<file path="src/rtl/ab_sequencer.sv">
// Operand sequencer: shows {a,b} for SHOW_TICKS ticks, then a-b or Gray({a,b}) for RES_TICKS ticks.
// Optional abort input is enabled by defining AB_SEQ_ABORT_EN.
module ab_sequencer #(
    parameter int W          = 4,
    parameter int CNT_W      = 8,
    parameter int SHOW_TICKS = 6,
    parameter int RES_TICKS  = 3
) (
    input  logic           clock,
    input  logic           reset,
    input  logic           start,
    input  logic [W-1:0]   a,
    input  logic [W-1:0]   b,
    input  logic [1:0]     mode,
    input  logic           tick,
`ifdef AB_SEQ_ABORT_EN
    input  logic           abort,
`endif
    output logic           busy,
    output logic           done,
    output logic [1:0]     state,
    output logic [2*W-1:0] result
);

    typedef enum logic [1:0] {
        IDLE = 2'b00,
        SHOW = 2'b01,
        SUB  = 2'b10,
        GRAY = 2'b11
    } state_t;

    localparam logic [CNT_W-1:0] SHOW_LAST = CNT_W'(SHOW_TICKS - 1);
    localparam logic [CNT_W-1:0] RES_LAST  = CNT_W'(RES_TICKS - 1);

    state_t           state_reg;
    logic [CNT_W-1:0] count_reg;
    logic [W-1:0]     a_reg;
    logic [W-1:0]     b_reg;
    logic [1:0]       mode_reg;
    logic [2*W-1:0]   result_reg;
    logic             busy_reg;
    logic             done_reg;

    logic [2*W-1:0]   ab_cat;
    logic [2*W-1:0]   diff_val;
    logic [2*W-1:0]   gray_val;
    logic             abort_req;
    logic             phase_last;

    assign ab_cat   = {a_reg, b_reg};
    assign diff_val = {{W{1'b0}}, a_reg} - {{W{1'b0}}, b_reg};

    // Gray code: MSB passes through, every other bit is XOR with its upper neighbour
    assign gray_val[2*W-1] = ab_cat[2*W-1];
    generate
        for (genvar gi = 0; gi < 2*W-1; gi++) begin : g_gray
            assign gray_val[gi] = ab_cat[gi+1] ^ ab_cat[gi];
        end
    endgenerate

`ifdef AB_SEQ_ABORT_EN
    assign abort_req = abort;
`else
    assign abort_req = 1'b0;
`endif

    assign phase_last = (state_reg == SHOW) ? (count_reg == SHOW_LAST)
                                            : (count_reg == RES_LAST);

    always_ff @(posedge clock) begin
        if (reset) begin
            state_reg  <= IDLE;
            count_reg  <= '0;
            a_reg      <= '0;
            b_reg      <= '0;
            mode_reg   <= '0;
            result_reg <= '1;
            busy_reg   <= 1'b0;
            done_reg   <= 1'b0;
        end else begin
            done_reg <= 1'b0;
            if (state_reg == IDLE) begin
                if (start) begin
                    a_reg      <= a;
                    b_reg      <= b;
                    mode_reg   <= mode;
                    state_reg  <= SHOW;
                    result_reg <= {a, b};
                    count_reg  <= '0;
                    busy_reg   <= 1'b1;
                end
            end else if (abort_req) begin
                state_reg  <= IDLE;
                result_reg <= '1;
                count_reg  <= '0;
                busy_reg   <= 1'b0;
            end else if (tick) begin
                if (!phase_last) begin
                    count_reg <= count_reg + CNT_W'(1);
                end else begin
                    count_reg <= '0;
                    if (state_reg == SHOW) begin
                        case (mode_reg)
                            2'b00: begin
                                if (a_reg > b_reg) begin
                                    state_reg  <= SUB;
                                    result_reg <= diff_val;
                                end else begin
                                    state_reg  <= GRAY;
                                    result_reg <= gray_val;
                                end
                            end
                            2'b01: begin
                                state_reg  <= SUB;
                                result_reg <= diff_val;
                            end
                            2'b10: begin
                                state_reg  <= GRAY;
                                result_reg <= gray_val;
                            end
                            default: begin
                                state_reg  <= IDLE;
                                result_reg <= '1;
                                busy_reg   <= 1'b0;
                                done_reg   <= 1'b1;
                            end
                        endcase
                    end else begin
                        state_reg  <= IDLE;
                        result_reg <= '1;
                        busy_reg   <= 1'b0;
                        done_reg   <= 1'b1;
                    end
                end
            end
        end
    end

    assign state  = state_reg;
    assign result = result_reg;
    assign busy   = busy_reg;
    assign done   = done_reg;

endmodule

</file>
<file path="config.mk">
export PLATFORM = sky130hd
export DESIGN_NAME = ab_sequencer
export DESIGN_NICKNAME = d
export VERILOG_FILES = /design/src/rtl/ab_sequencer.sv
export SDC_FILE = /design/constraint.sdc
export NUM_CORES = 1
export LEC_CHECK = 0
export ABC_AREA = 1
export CAP_MARGIN = 25
export CELL_PAD_IN_SITES_DETAIL_PLACEMENT = 0
export CELL_PAD_IN_SITES_GLOBAL_PLACEMENT = 1
export CORE_MARGIN = 1.5
export CORE_UTILIZATION = 39
export CTS_CLUSTER_DIAMETER = 80
export DETAILED_ROUTE_END_ITERATION = 10
export PLACE_DENSITY_LB_ADDON = 0.05
export SYNTH_ARGS = -nofsm -noshare
export SYNTH_HDL_FRONTEND = slang
export SYNTH_SLANG_ARGS = --single-unit
</file>
<file path="constraint.sdc">
create_clock -name clock -period 2.1 [get_ports clock]
set_input_delay 0.42 -clock clock [delete_from_list [all_inputs] [get_ports clock]]
set_output_delay 0.42 -clock clock [all_outputs]
set_load 0.05 [all_outputs]
</file>
==> metrics.cfg <==
[run_status]
outcome = finished clean

[critical_path]
rrSetupSlack_ps = 240
path_delay_family = buffers and inverters
worst_r2r_path_depth = 13
regToRegEndpoint = result[5]
cp.depth = 1
crit_chain = clkdlybuf4s50_1
startpoint_type = register
critical-path-max-stage-delay_ps = 850
crit_type = reg -> out
cp_max_fo = 4
critPathBufInv = 1
slowest_stage = clkdlybuf4s50_1
crit_path_end_kind = output pin
cp.required_ps = 1680
crit_path_start = state[0]
crit_arrival_ps = 1580
r2r-start = a_reg[0]
crit_path_end = state[0]

[layout]
fillCellCount = 526
diodes = 0
final_cells = 388
nets = 340
mostFrequentLayoutCell = nand2_1
area.sequential_sq_um = 600.6
area_growth_syn_to_layout_pct = 22.62
multi_input_area_sq_um = 1126
layout_common_cells = nand2_1, inv_1, dfxtp_1
drive_gt1_frac = 0.1090

[yosys]
synth_fp_nets = 310
synth.area.top_cells = dfxtp_1, nand2_1, inv_1
yosys.area.top_type_share = 0.3111
ys_warn_count = 0
synth_cell_types = 33
yosysTopAreaCell = dfxtp_1
postSynthCellCount = 290
synth-seq-cells = 30
netlist_area_sq_um = 1931
avgSynthCellArea_sq_um = 6.657
ys_seq_area_frac = 0.3111

[floorplanning]
die_area_sq_um = 5382
core_sq_um = 4755
die_x_um = 73.36
initial_core_util = 0.4061
die_h_um = 73.36
io_pins = 26
rows = 25

[clocking]
cts_buffers = 5
post-cts-setup-buffers = 0
cts_sinks = 30
clock_latency_ps = 290
clock-root-buffer = clkbuf_8
cts_hold_buffers = 0
cts.path.max_buffers = 2
clkTransAtPathRegs_ps = 60
cts_tree = done
cts_max_level = 2

[power_and_ir_drop]
switchingPower_uw = 2170
power_frac_comb = 0.640
p_leak_uw = 0.001107
swShare = 0.5234
pwr-share-seq = 0.218
power_density_nw_per_um2 = 1751
vdd_drop_max_uv = 1231
power_frac_clock = 0.142
internal-power_uw = 1976

[grt]
grt-ovfl-total = 0
grt_max_degree = 20
grt_pass1_wl_um = 8797
grt_pass1_vias = 1867
antenna_found_initial = 0
grtUsageTotal = 0.2188

[min_path]
hp-start = busy
min_path_type = reg -> reg

[sta]
hold_viol = 0
fin_worst_skew_ps = 7.224
fin_tns_setup_ps = 0
fmax_ghz = 0.5009
slew_viol_final = 0
slew_headroom = 0.5761
tightest_slew_ps = 633.5
finalSetupViolCount = 0
min_period_over_period = 0.9507
rsz0062_at_grt = no
min_period_ps = 1996

[detailed_routing]
post_drt_via_cell_ratio = 4.853
drt-initial-drc-count = 104
ant_nets = 0
num_vias = 1883
first_pass_iters = 4
remaining_drc_errors = 0
totalWireLength_um = 5094
post_drt_wl_per_cell_um = 13.13

[flow_run]
max_cap_violations = 0

[place]
dp_hpwl_um = 3820
gp_congestion = 0.8668
numPlacedInstances = 380
port_buffers = 25

[layout make-up]
class / instances / share of cell area
Sequential cell: 30 / 0.2537
Tap cell: 67 / 0.03541
Clock inverter: 1 / 0.01268
Multi-Input combinational cell: 209 / 0.4757
Timing Repair Buffer: 28 / 0.1152
Clock buffer: 7 / 0.03224
Inverter: 46 / 0.07505
[cell families (layout without fill, tap and decap cells)]
family | Yosys count | in the layout | share of synthesized area
AOI/OAI and AO/OA | 44 | 44 | 0.1277
xor gates and xnor gates | 9 | 9 | 0.04083
adders and majority gates | 6 | 6 | 0.04277
buffers and inverters | 51 | 82 | 0.1069
DFF | 30 | 30 | 0.3111
and+or+nand+nor | 150 | 150 | 0.3707
[through the flow]
step,hold slack (ps),total power (uW),util,setup WS [ps],area [sq um]
after global routing,512.4,4548,0.4979,57.48,2367
final,460.0,4146,0.4979,103.5,2367
after floorplan,457.0,2932,-,443.1,1931
after detailed placement,457.8,3578,0.4750,150.8,2258
after CTS,465.5,4180,0.4974,97.37,2365
after global placement,450.8,3598,0.4750,122.6,2258
[synthesized netlist by cell type]
library cell  number
o21ai_0           17
buf_2              2
inv_1             40
nor3_2             1
inv_4              2
nand2_2            4
nand2_8            2
nand4_1            2
o21ai_1            1
nand2_4            3
nand3b_1           1
dfxtp_1           30
o21ai_2            1
a221oi_1           4
fa_1               1
inv_2              4
nand3_2            1
a21oi_2            2
ha_1               5
nand3_4            1
clkbuf_1           2
xnor2_1            5
nand3_1           20
nor2_1            28
nand2_1           77
buf_6              1
nor4_1             2
xor2_1             4
nor2_4             1
nor3_1             3
a21oi_1           19
nor2_2             3
nor3b_1            1
[power groups by stage]
| stage | sequential (uW) | combinational [uW] | clock, uW |
|---|---|---|---|
| floorplan | 1230 | 1700 | 0 |
| global placement | 916 | 2680 | 0 |
| detailed placement | 916 | 2660 | 0 |
| CTS | 904 | 2670 | 601 |
| global route | 926 | 2990 | 636 |
| finish | 903 | 2650 | 590 |
[per-layer routing]
layer / vias up / track usage / wire length [um]
met1: 850 / 0.2584 / 2255
met5: - / 0 / 0
met3: 16 / 0.04664 / 189
li1: 984 / - / -
met4: 0 / 0.1111 / 189
met2: 33 / 0.3727 / 2460
[worst min path at each step]
stage / cells after the start / slack [ps] / endpoint
floorplan: 2 / 460 / count_reg[7]
finish: 2 / 460 / busy
global route: 2 / 510 / busy
CTS: 2 / 470 / busy
global placement: 2 / 450 / busy
detailed placement: 2 / 460 / busy
[what timing repair did]
| action | in CTS | in global routing |
|---|---|---|
| endpoints found under the hold margin | 0 | 0 |
| resized for setup | 0 | 2 |
| setup endpoints to repair | 0 | 2 |
No activity file was read; power rests on OpenSTA's default activity.
